===== src/rtl/fp_adder_pkg.sv =====
`default_nettype none
// ============================================================================
// Module      : fp_adder_pkg
// Description : Shared constants and types for the single-precision FP adder
//               back end (normalize / round / pack).
//               EXP_W, MAN_W  field widths of binary32
//               BIAS, EXP_MAX exponent bias and all-ones exponent value
//               fp32_t        packed {sign, exp, man} result word
//               norm_state_t  normalizer FSM states
// Revision    : 1.0 - initial release
// ============================================================================
package fp_adder_pkg;

   localparam int EXP_W   = 8;
   localparam int MAN_W   = 23;
   localparam int BIAS    = 127;
   localparam int EXP_MAX = 255;

   typedef struct packed {
      logic             sign;
      logic [EXP_W-1:0] exp;
      logic [MAN_W-1:0] man;
   } fp32_t;

   typedef enum logic [1:0] {
      IDLE  = 2'd0,
      NORM  = 2'd1,
      ROUND = 2'd2,
      DONE  = 2'd3
   } norm_state_t;

endpackage
`default_nettype wire


===== src/rtl/fp_round_rne.sv =====
`default_nettype none
// ============================================================================
// Module      : fp_round_rne
// Description : Combinational rounding stage. Takes a normalized mantissa
//               (hidden bit at MAN_W), the guard/round/sticky bits and the
//               widened exponent; returns the stored fraction, the adjusted
//               exponent and an overflow flag.
//               Macro FP_ROUND_NEAREST_EN:
//                 defined   -> round-to-nearest-even
//                 undefined -> truncation, GRS ignored
// Ports       : man_i  [MAN_W:0]   hidden bit + fraction
//               grs_i  [2:0]       {guard, round, sticky}
//               exp_i  [EXP_W:0]   exponent with one headroom bit
//               man_o  [MAN_W-1:0] rounded stored fraction
//               exp_o  [EXP_W-1:0] rounded exponent field
//               ovf_o              exponent reached all-ones
// Revision    : 1.0 - initial release
// ============================================================================
module fp_round_rne
   import fp_adder_pkg::*;
(
   input  logic [MAN_W:0]   man_i,
   input  logic [2:0]       grs_i,
   input  logic [EXP_W:0]   exp_i,
   output logic [MAN_W-1:0] man_o,
   output logic [EXP_W-1:0] exp_o,
   output logic             ovf_o
);

   localparam logic [EXP_W:0] EXP_ONE = 1;

   logic             inc_w;
   logic [MAN_W+1:0] sum_w;
   logic [EXP_W:0]   exp_adj_w;

`ifdef FP_ROUND_NEAREST_EN
   // Round up above half, and at exactly half only when the LSB is odd.
   assign inc_w = grs_i[2] & (grs_i[1] | grs_i[0] | man_i[0]);
`else
   assign inc_w = 1'b0;
   logic unused_grs;
   assign unused_grs = ^grs_i;
`endif

   assign sum_w = {1'b0, man_i} + {{(MAN_W+1){1'b0}}, inc_w};

   // A carry out of the hidden bit means the mantissa became 10.000...,
   // so renormalize by one position.
   always_comb begin
      if (sum_w[MAN_W+1]) begin
         man_o     = sum_w[MAN_W:1];
         exp_adj_w = exp_i + EXP_ONE;
      end else begin
         man_o     = sum_w[MAN_W-1:0];
         exp_adj_w = exp_i;
      end
   end

   assign exp_o = exp_adj_w[EXP_W-1:0];
   assign ovf_o = (exp_adj_w >= EXP_MAX[EXP_W:0]);

endmodule
`default_nettype wire


===== src/rtl/fp_normalize_pack.sv =====
`default_nettype none
// ============================================================================
// Module      : fp_normalize_pack
// Description : Back end of the binary32 adder. Normalizes the raw sum one
//               shift per cycle, rounds, and packs the IEEE-754 word.
//               Field widths come from fp_adder_pkg (EXP_W=8, MAN_W=23).
//               Macro FP_ROUND_NEAREST_EN selects RNE rounding, otherwise
//               truncation (see fp_round_rne).
// Ports       : clk, reset      clock, synchronous active-high reset
//               in_valid/ready  input handshake (ready only in IDLE)
//               in_sign, in_exponent, in_mantissa[24:0], in_grs[2:0]
//               out_valid/ready output handshake (valid held until taken)
//               out_result      packed {sign, exp, man}
//               out_overflow    saturated to infinity
//               out_underflow   flushed to zero
// Revision    : 1.0 - initial release
// ============================================================================
module fp_normalize_pack
   import fp_adder_pkg::*;
(
   input  logic             clk,
   input  logic             reset,
   input  logic             in_valid,
   output logic             in_ready,
   input  logic             in_sign,
   input  logic [EXP_W-1:0] in_exponent,
   input  logic [MAN_W+1:0] in_mantissa,
   input  logic [2:0]       in_grs,
   output logic             out_valid,
   input  logic             out_ready,
   output logic [31:0]      out_result,
   output logic             out_overflow,
   output logic             out_underflow
);

   localparam logic [EXP_W:0] EXP_ONE = 1;

   norm_state_t      state_q;
   logic             sign_q;
   logic [EXP_W:0]   exp_q;      // one headroom bit for post-shift overflow
   logic [MAN_W+1:0] man_q;
   logic [2:0]       grs_q;
   logic             in_ready_q;
   logic             out_valid_q;
   fp32_t            result_q;
   logic             ovf_q;
   logic             unf_q;

   logic [MAN_W-1:0] rnd_man_d;
   logic [EXP_W-1:0] rnd_exp_d;
   logic             rnd_ovf_d;

   fp_round_rne u_round (
      .man_i (man_q[MAN_W:0]),
      .grs_i (grs_q),
      .exp_i (exp_q),
      .man_o (rnd_man_d),
      .exp_o (rnd_exp_d),
      .ovf_o (rnd_ovf_d)
   );

   always_ff @(posedge clk) begin
      if (reset) begin
         state_q     <= IDLE;
         sign_q      <= 1'b0;
         exp_q       <= '0;
         man_q       <= '0;
         grs_q       <= '0;
         in_ready_q  <= 1'b1;
         out_valid_q <= 1'b0;
         result_q    <= '0;
         ovf_q       <= 1'b0;
         unf_q       <= 1'b0;
      end else begin
         case (state_q)
            IDLE: begin
               if (in_valid && in_ready_q) begin
                  sign_q     <= in_sign;
                  exp_q      <= {1'b0, in_exponent};
                  man_q      <= in_mantissa;
                  grs_q      <= in_grs;
                  in_ready_q <= 1'b0;
                  state_q    <= NORM;
               end
            end

            NORM: begin
               if (man_q == '0) begin
                  // Exact cancellation always yields +0.
                  result_q    <= '0;
                  ovf_q       <= 1'b0;
                  unf_q       <= 1'b0;
                  out_valid_q <= 1'b1;
                  state_q     <= DONE;
               end else if (man_q[MAN_W+1]) begin
                  man_q    <= {1'b0, man_q[MAN_W+1:1]};
                  exp_q    <= exp_q + EXP_ONE;
                  grs_q[0] <= grs_q[0] | man_q[0];
                  state_q  <= ROUND;
               end else if (man_q[MAN_W]) begin
                  state_q <= ROUND;
               end else if (exp_q[EXP_W:1] == '0) begin
                  // No denormals: a further left shift would leave the
                  // normal range, so flush keeping the sign.
                  result_q    <= '{sign: sign_q, exp: '0, man: '0};
                  ovf_q       <= 1'b0;
                  unf_q       <= 1'b1;
                  out_valid_q <= 1'b1;
                  state_q     <= DONE;
               end else begin
                  // Guard re-enters as the new LSB, round slides into guard.
                  man_q <= {man_q[MAN_W:0], grs_q[2]};
                  grs_q <= {grs_q[1], 1'b0, grs_q[0]};
                  exp_q <= exp_q - EXP_ONE;
               end
            end

            ROUND: begin
               if (rnd_ovf_d) begin
                  result_q <= '{sign: sign_q, exp: '1, man: '0};
               end else begin
                  result_q <= '{sign: sign_q, exp: rnd_exp_d, man: rnd_man_d};
               end
               ovf_q       <= rnd_ovf_d;
               unf_q       <= 1'b0;
               out_valid_q <= 1'b1;
               state_q     <= DONE;
            end

            DONE: begin
               if (out_ready) begin
                  out_valid_q <= 1'b0;
                  in_ready_q  <= 1'b1;
                  state_q     <= IDLE;
               end
            end

            default: begin
               state_q <= IDLE;
            end
         endcase
      end
   end

   assign in_ready      = in_ready_q;
   assign out_valid     = out_valid_q;
   assign out_result    = result_q;
   assign out_overflow  = ovf_q;
   assign out_underflow = unf_q;

endmodule
`default_nettype wire


===== config.mk =====
export PLATFORM = sky130hd
export DESIGN_NAME = fp_normalize_pack
export DESIGN_NICKNAME = d
export VERILOG_FILES = /design/src/rtl/fp_adder_pkg.sv /design/src/rtl/fp_round_rne.sv /design/src/rtl/fp_normalize_pack.sv
export SDC_FILE = /design/constraint.sdc
export NUM_CORES = 1
export LEC_CHECK = 0
export BUFFER_PORTS_ARGS = -buffer_cell sky130_fd_sc_hd__buf_2
export CAP_MARGIN = 5
export CORE_AREA = 2 2 154 118
export DETAILED_ROUTE_END_ITERATION = 16
export DIE_AREA = 0 0 156 120
export SETUP_SLACK_MARGIN = 0.05
export SYNTH_ARGS = -nofsm -noshare
export SYNTH_HDL_FRONTEND = slang
export SYNTH_HIERARCHICAL = 1
export SYNTH_SLANG_ARGS = --single-unit
export TNS_END_PERCENT = 10

===== constraint.sdc =====
create_clock -name clk -period 2.93 [get_ports clk]
set_input_delay 0.4395 -clock clk [delete_from_list [all_inputs] [get_ports clk]]
set_output_delay 0.4395 -clock clk [all_outputs]
set_load 0.01 [all_outputs]

Word level (Yosys, flattened, before mapping)
Index checks and enable logic that the tools add are counted.
{ "totals": {"reg_bits": 76, "in_bits": 41, "output_inout_bits": 36, "word_cells": 99} }
{ "op_classes": {"addsub": 2, "n_lt_le_gt_ge": 1, "n_eq_ne": 16, "n_mux": 48, "bitwise_logic": 1, "reduce_logical": 17} }
{ "op_table": {"columns": ["operator", "count"], "rows": [
  ["$mux W32", 4],
  ["$mux W24", 3],
  ["$pmux W32 S2", 1],
  ["$mux W25", 2],
  ["$pmux W25 S2", 1],
  ["$mux W9", 5],
  ["$mux W31", 1],
  ["$logic_not A25 Y1", 1],
  ["$pmux W9 S2", 1],
  ["$ne A3 B3 Y1 const B", 5],
  ["$mux W2", 7],
  ["$ne A2 B2 Y1 const B", 7],
  ["$mux W1", 13],
  ["$mux W3", 4],
  ["$reduce_and A5 Y1", 2],
  ["$add A9 B1 Y9 const B", 1],
  ["$ge A9 B8 Y1 const B", 1],
  ["$reduce_and A3 Y1", 3],
  ["$sub A9 B1 Y9 const B", 1],
  ["$logic_not A8 Y1", 1],
  ["$pmux W2 S4", 1],
  ["$reduce_and A4 Y1", 2],
  ["$pmux W1 S2", 3],
  ["$pmux W3 S2", 1],
  ["11 further kinds", 14]
]} }

Logic depth before layout (Yosys ltp)
Gate-level depths: netlist of the first run.
{ "depth": {"ltp_word": 6, "ltp_mapped": 9, "ltp_nobuf": 8} }

Modules after synthesis
Netlist of the first run, hierarchy kept.
{ "by_module_without_submodules": {"columns": ["mod", "n_inst", "cells_each", "area_per_inst_um2", "seq_area_each_um2"], "rows": [
  ["fp_normalize_pack", 1, 505, 3983.8, 1521.5],
  ["fp_round_rne", 1, 34, 252.7, 0.0]
]} }

Worst setup path before layout of the first run
OpenSTA, ideal clock, no wires.
{ "synth_path": {"kind": "register to register", "start": "reg man_q[24]", "end": "reg exp_q[8]", "setup_ns": 0.074, "arrival_time_ns": 2.237, "required_time_ns": 2.856, "path_slack_ns": 0.619, "path_stages_with_launch": 10, "n_path_buf": 1, "period_less_slack_ns": 2.311, "cell_sequence": "dfxtp_1 > clkbuf_1 > inv_1 > fa_1 > a21oi_1 > o2111a_1 > nor2_1 > xnor2_1 > or2_2 > a31oi_1"} }
{ "synth_via": {"elab_chain_len": 3, "word_cells_on_any_way": 8, "classes_between": "eq/ne: 3; mux: 3; reduce/logical: 2"} }
{ "synth_rtl": {"columns": ["element", "line_no", "text"], "rows": [
  ["start, declared", "fp_normalize_pack.sv:41", "logic [MAN_W+1:0] man_q;"],
  ["start signal, assigned", "fp_normalize_pack.sv:80", "man_q <= in_mantissa;"],
  ["start signal, assigned", "fp_normalize_pack.sv:96", "man_q <= {1'b0, man_q[MAN_W+1:1]};"],
  ["start signal, assigned", "fp_normalize_pack.sv:112", "man_q <= {man_q[MAN_W:0], grs_q[2]};"],
  ["$logic_not A25 Y1 or $mux W9 (tied branches)", "fp_normalize_pack.sv:88, fp_normalize_pack.sv:95", null],
  ["$ne A2 B2 Y1 (no source line) or $mux W9 (tied branches)", null, null],
  ["$reduce_and A5 Y1 (no source line) or $pmux W9 S2 (tied branches)", null, null],
  ["end signal, assigned", "fp_normalize_pack.sv:79", "exp_q <= {1'b0, in_exponent};"],
  ["end signal, assigned", "fp_normalize_pack.sv:97", "exp_q <= exp_q + EXP_ONE;"],
  ["end signal, assigned", "fp_normalize_pack.sv:114", "exp_q <= exp_q - EXP_ONE;"],
  ["end, declared", "fp_normalize_pack.sv:40", "logic [EXP_W:0] exp_q;"]
]} }
Several ways; a longest one is shown, not always the timed one. The select of a mux whose other input is x is not followed.
A chain may end at the register's enable or synchronous reset.

Worst setup path after layout of the first run
Ends and elaborated chain as after synthesis.

==> results.md, run 1 <==
- Critical path class: reg2reg
- Layout cells sized above 1: 0.216
- DP HPWL: 8310 um
- Placed Area: 0.00453 mm^2
- First-pass detailed-route iteration total: 5
- RSZ-0062 raised after global routing: false
- Slew Viols, Final: 0
- Total die area: 0.0187 mm^2
- Multi-input gate area: 0.00224 mm^2
- CTS tree: done
- First-pass GRT wire length: 18,000 um
- PortBufs: 75
- Outcome: finished clean
- Worst hold margin: 338 ps
- Synthesis warning total: 6
- Filler Cells Inserted: 1,866
- All-Layer GR Usage: 0.122
- Crit-path cells: inv_1 > fa_1 > a21oi_1 > o2111a_1 > nor2_1 > xnor2_1 > or2_2 > a31oi_1
- WP data arrival: 2520 ps
- HP Class: in2reg
- DRT antenna net count: 0
- Clk pwr share: 0.192
- Part of the power in registers: 0.310
- Via density per instance: 4.73
- Psw: 2.52 mW
- Gpl congestion: 0.843
- P_int: 2.98 mW
- DRC Markers: 0
- Initial Util: 0.243
- Die Y: 120 um
- Final worst path period need: 2250 ps
- Inst Count DP: 768
- Vias in the first global route: 3,373
- Slew @ Worst Pin: 650 ps
- Clk pin slew, worst setup/hold paths: 60 ps
- Finished Layout Cells: 784
- Num rows: 42
- Die W: 156 um
- Number of gates resized after cts: 0
- Core area: 0.0173 mm^2
- Initial antenna violation count: 0
- Reg area: 0.00150 mm^2
- Hold buffers post-CTS: 0
- Post-CTS setup buffer count: 0
- I/O pin count: 77
- P&R area growth vs syn: 14.8%
- Largest net degree at the start of global routing: 57
- Maximum vdd drop: 389 uV
- Clock Path Buffers: 2
- Net Count, Synth: 587
- Worst endpoint required time: 3190 ps
- Vias: 3,712
- CP Max Fanout: 10
- Clock root buffer: clkbuf_16
- Max stage delay on crit path: 460 ps
- Skew final: 12.0 ps
- Tot Pwr: 5.49 mW
- CP delay by family, top: compound AO/OA/AOI/OAI gates
- Grt ovf: 0
- Mean area per synthesized cell: 7.87 um^2
- TNS Setup: 0 ps
- Clock insertion delay at the later pin of the skew report: 340 ps
- Final Hold Fails: 0
- Wirelength per Cell: 14.5 um
- Fmax: 444 MHz
- CTS buffer count: 9
- Slew Limit Headroom: 0.566
- CP Launch Type: register
- Drt total wl: 11,400 um
- Clock H-tree levels: 3
- Post-route cell area: 0.00481 mm^2
- Max Cap Viol: 0
- CP max stage cell: fa_1
- Static leakage: 1.97 nW
- Crit. End Element: register
- Period utilization: 0.769
- Post-Syn Instances: 533
- PwrDens: 1140 mW/mm^2
- Most frequent cells in the layout: 75 x dfxtp_1, 75 x buf_2, 72 x nor2_1
- Setup violators final: 0
- Fin nets: 613
- CTS Sinks: 75
- Synth Cell Area: 0.00419 mm^2
- Sw Ratio: 0.458
- Initial DRC count: 313
- CP Buf/Inv Count: 1
- # diodes: 0
- Part of the power in combinational logic: 0.498
-- area by class of cell --
class                           instances  share of cell area
Tap cell                              220              0.0572
Clock inverter                          7              0.0120
Timing Repair Buffer                   85              0.0988
Sequential cell                        75               0.312
Multi-Input combinational cell        378               0.466
Inverter                               10             0.00780
Clock buffer                            9              0.0468
-- per-stage QoR --
step	util	setup WS [ps]
6_report	0.278	675
5_1_grt	0.278	492
4_1_cts	0.278	673
3_5_place_dp	0.262	713
3_3_place_gp	0.262	725
2_1_floorplan	-	619
-- final timing paths --
path / end / slack (ps) / depth (start not counted) / start
hold reg to reg: out_result[31] / 450 / 2 / out_result[31]
setup reg to reg: exp_q[8] / 680 / 8 / man_q[24]
hold / removal: grs_q[1] / 340 / 3 / in_grs[1]
setup / recovery: exp_q[8] / 680 / 8 / man_q[24]
-- worst min-delay path: cells and delay by family --
family,cells,cell delay [ps]
AND/OR/NAND/NOR,1,70
AO/OA/AOI/OAI,1,50
buffers and inverters,1,80
-- per-layer routing --
metal	GRT usage	vias to the layer above	part of all wire	wire [um]
met5	0	-	0	0
met1	0.186	1688	0.54	6130
li1	-	1903	-	-
met2	0.163	102	0.39	4460
met3	0.0224	19	0.046	518
met4	0.0550	0	0.023	259
-- sequential cells by signal, summed over array words and instances, names as in the netlist --
name,cells
state_q,2
out_valid,1
man_q,25
out_underflow,1
out_overflow,1
out_result,32
exp_q,9
in_ready,1
sign_q,1
grs_q,2
-- power by group through the flow --
stage	Sequential, mW	Clock, mW	Combinational, mW
floorplan	1.59	0	2.53
global route	1.75	1.12	3.08
finish	1.71	1.05	2.73
global placement	1.72	0	2.69
CTS	1.70	1.08	2.73
detailed placement	1.72	0	2.72
Power figures use the tool's default switching activity.
==> run 2: changes to the inputs <==
Settings changed: ABC_AREA set to 1, CORE_AREA 2 2 154 118 to 2 2 165 126, DIE_AREA 0 0 156 120 to 0 0 167 128.
Clock period 2.93 ns to 1.9 ns, I/O delays scaled along.
==> run 2 against run 1 <==
  * Area after synthesis is 15% higher
  * Worst hold slack worse by 110 ps
  * Via count increased by 25%
  * Maximum frequency rose by 30%
  * Utilization is 1.1 points higher
  * Global-route usage is 0.28 points lower
  * Sequential power increased by 59%
  * First-iteration DRC count decreased by 28%
  * Cell area is 20% higher
  * Sequential share of layout area down 5.0 points
  * Clock skew decreased by 2.0 ps
  * Die area grew 14%
  * Critical endpoint is now out_result[30]
==> results.md, run 2 <==
- Outcome: finished clean
- Clk pwr share: 0.148
- Synthesis warning total: 6
- Clock H-tree levels: 3
- Vias in the first global route: 3,948
- Total die area: 0.0214 mm^2
- Initial DRC count: 226
- Gpl congestion: 0.868
- Slew Limit Headroom: 0.723
- Vias: 4,637
- Critical path class: reg2reg
- CP Launch Type: register
- Grt ovf: 0
- Layout cells sized above 1: 0.201
- Mean area per synthesized cell: 6.17 um^2
- P_int: 5.80 mW
- Worst hold margin: 228 ps
- Max reg flops: 32
- CTS buffer count: 9
- Wirelength per Cell: 12.4 um
- First-pass detailed-route iteration total: 5
- Final Hold Fails: 0
- PwrDens: 1940 mW/mm^2
- DRT antenna net count: 0
- Psw: 5.39 mW
- # diodes: 0
- HP Class: in2reg
- P&R area growth vs syn: 19.5%
- Net Count, Synth: 835
- Clock insertion delay at the later pin of the skew report: 340 ps
- Period utilization: 0.915
- CP Max Fanout: 13
- Fin nets: 884
- Part of the power in combinational logic: 0.609
- Slew Viols, Final: 0
- Core area: 0.0199 mm^2
- Fmax: 575 MHz
- CTS Sinks: 75
- Max Cap Viol: 0
- PortBufs: 75
- Clock Path Buffers: 2
- Hold buffers post-CTS: 0
- Skew final: 9.98 ps
- WP data arrival: 1980 ps
- CTS tree: done
- Part of the power in registers: 0.243
- Drt total wl: 13,500 um
- Crit. End Element: register
- Clk pin slew, worst setup/hold paths: 60 ps
- Clock root buffer: clkbuf_16
- Slew @ Worst Pin: 416 ps
- Die W: 167 um
- Setup violators final: 0
- Post-Syn Instances: 781
- TNS Setup: 0 ps
- Num rows: 45
- Filler Cells Inserted: 2,219
- Final worst path period need: 1740 ps
- All-Layer GR Usage: 0.119
- Die Y: 128 um
- Worst endpoint required time: 2140 ps
- Most frequent cells in the layout: 233 x nand2_1, 107 x inv_1, 96 x nor2_1
- Via density per instance: 4.24
- Most common cell after layout, fill and taps aside: nand2_1
- DP HPWL: 9610 um
- Maximum vdd drop: 666 uV
- First-pass GRT wire length: 20,700 um
- Largest net degree at the start of global routing: 52
- Sw Ratio: 0.482
- Synth Cell Area: 0.00482 mm^2
- Static leakage: 2.70 nW
- RSZ-0062 raised after global routing: true
- I/O pin count: 77
- DRC Markers: 0
- Initial antenna violation count: 1
- Initial Util: 0.243
run 2: routing by layer:
| metal | up-vias | global-route usage | share of wire |
|---|---|---|---|
| met2 | 113 | 0.168 | 0.41 |
| li1 | 2476 | - | - |
| met1 | 2034 | 0.185 | 0.53 |
| met5 | - | 0 | 0.00052 |
| met3 | 12 | 0.0191 | 0.040 |
| met4 | 2 | 0.0335 | 0.011 |
run 2: worst max-delay path, stage by stage, from the launching register on:
cell and delay [ps]:
dfxtp_2 340, inv_1 120, ha_1 200, buf_4 220
o21ai_0 160, nand3_2 80, buf_4 180, clkbuf_16 200
nand2_1 60, inv_1 50, nor2_1 30
run 2: area by class of cell:
class,instances,area (um^2),share of cell area
multi-input cells,523,2480,0.431
flip-flops and latches,75,1510,0.261
repair buffers,107,724,0.126
inverters,113,432,0.0749
well taps,258,323,0.0560
clock buffers,10,239,0.0415
clock inverters,6,47.5,0.00825
repair inverters,1,7.51,0.00130
run 2: worst paths after layout:
check             depth (start not counted)             end  slack [ps]       startpoint
setup reg to reg                         10  out_result[30]         160       state_q[1]
hold reg to reg                           2    out_overflow         460     out_overflow
hold / removal                            3       man_q[24]         230  in_mantissa[24]
setup / recovery                         10  out_result[30]         160       state_q[1]
run 2: power groups by stage:
stage               registers, mW  logic (mW)  clock network [mW]
floorplan                    2.83        4.68                   0
detailed placement           2.74        6.32                   0
global route                 2.82        7.69                1.74
CTS                          2.71        6.36                1.70
finish                       2.72        6.82                1.65
global placement             2.72        6.29                   0
run 2: per-stage QoR:
stage          area [um^2]  power, mW  instances   util  worst slack (ps)
3_5_place_dp          5340       9.07       1070  0.269              99.3
5_1_grt               5760       12.2       1093  0.290              50.3
2_1_floorplan         4820       7.51        781      -               155
3_3_place_gp          5340       9.01       1070  0.269               123
4_1_cts               5630       10.8       1086  0.283              81.0
6_report              5760       11.2       1093  0.290               162
run 2: timing repair:
| item | CTS | global route |
|---|---|---|
| endpoints found under the hold margin | 0 | 0 |
| buffers inserted | 0 | 3 |
| setup endpoints to repair | 0 | 59 |
| gates resized for setup | 0 | 19 |
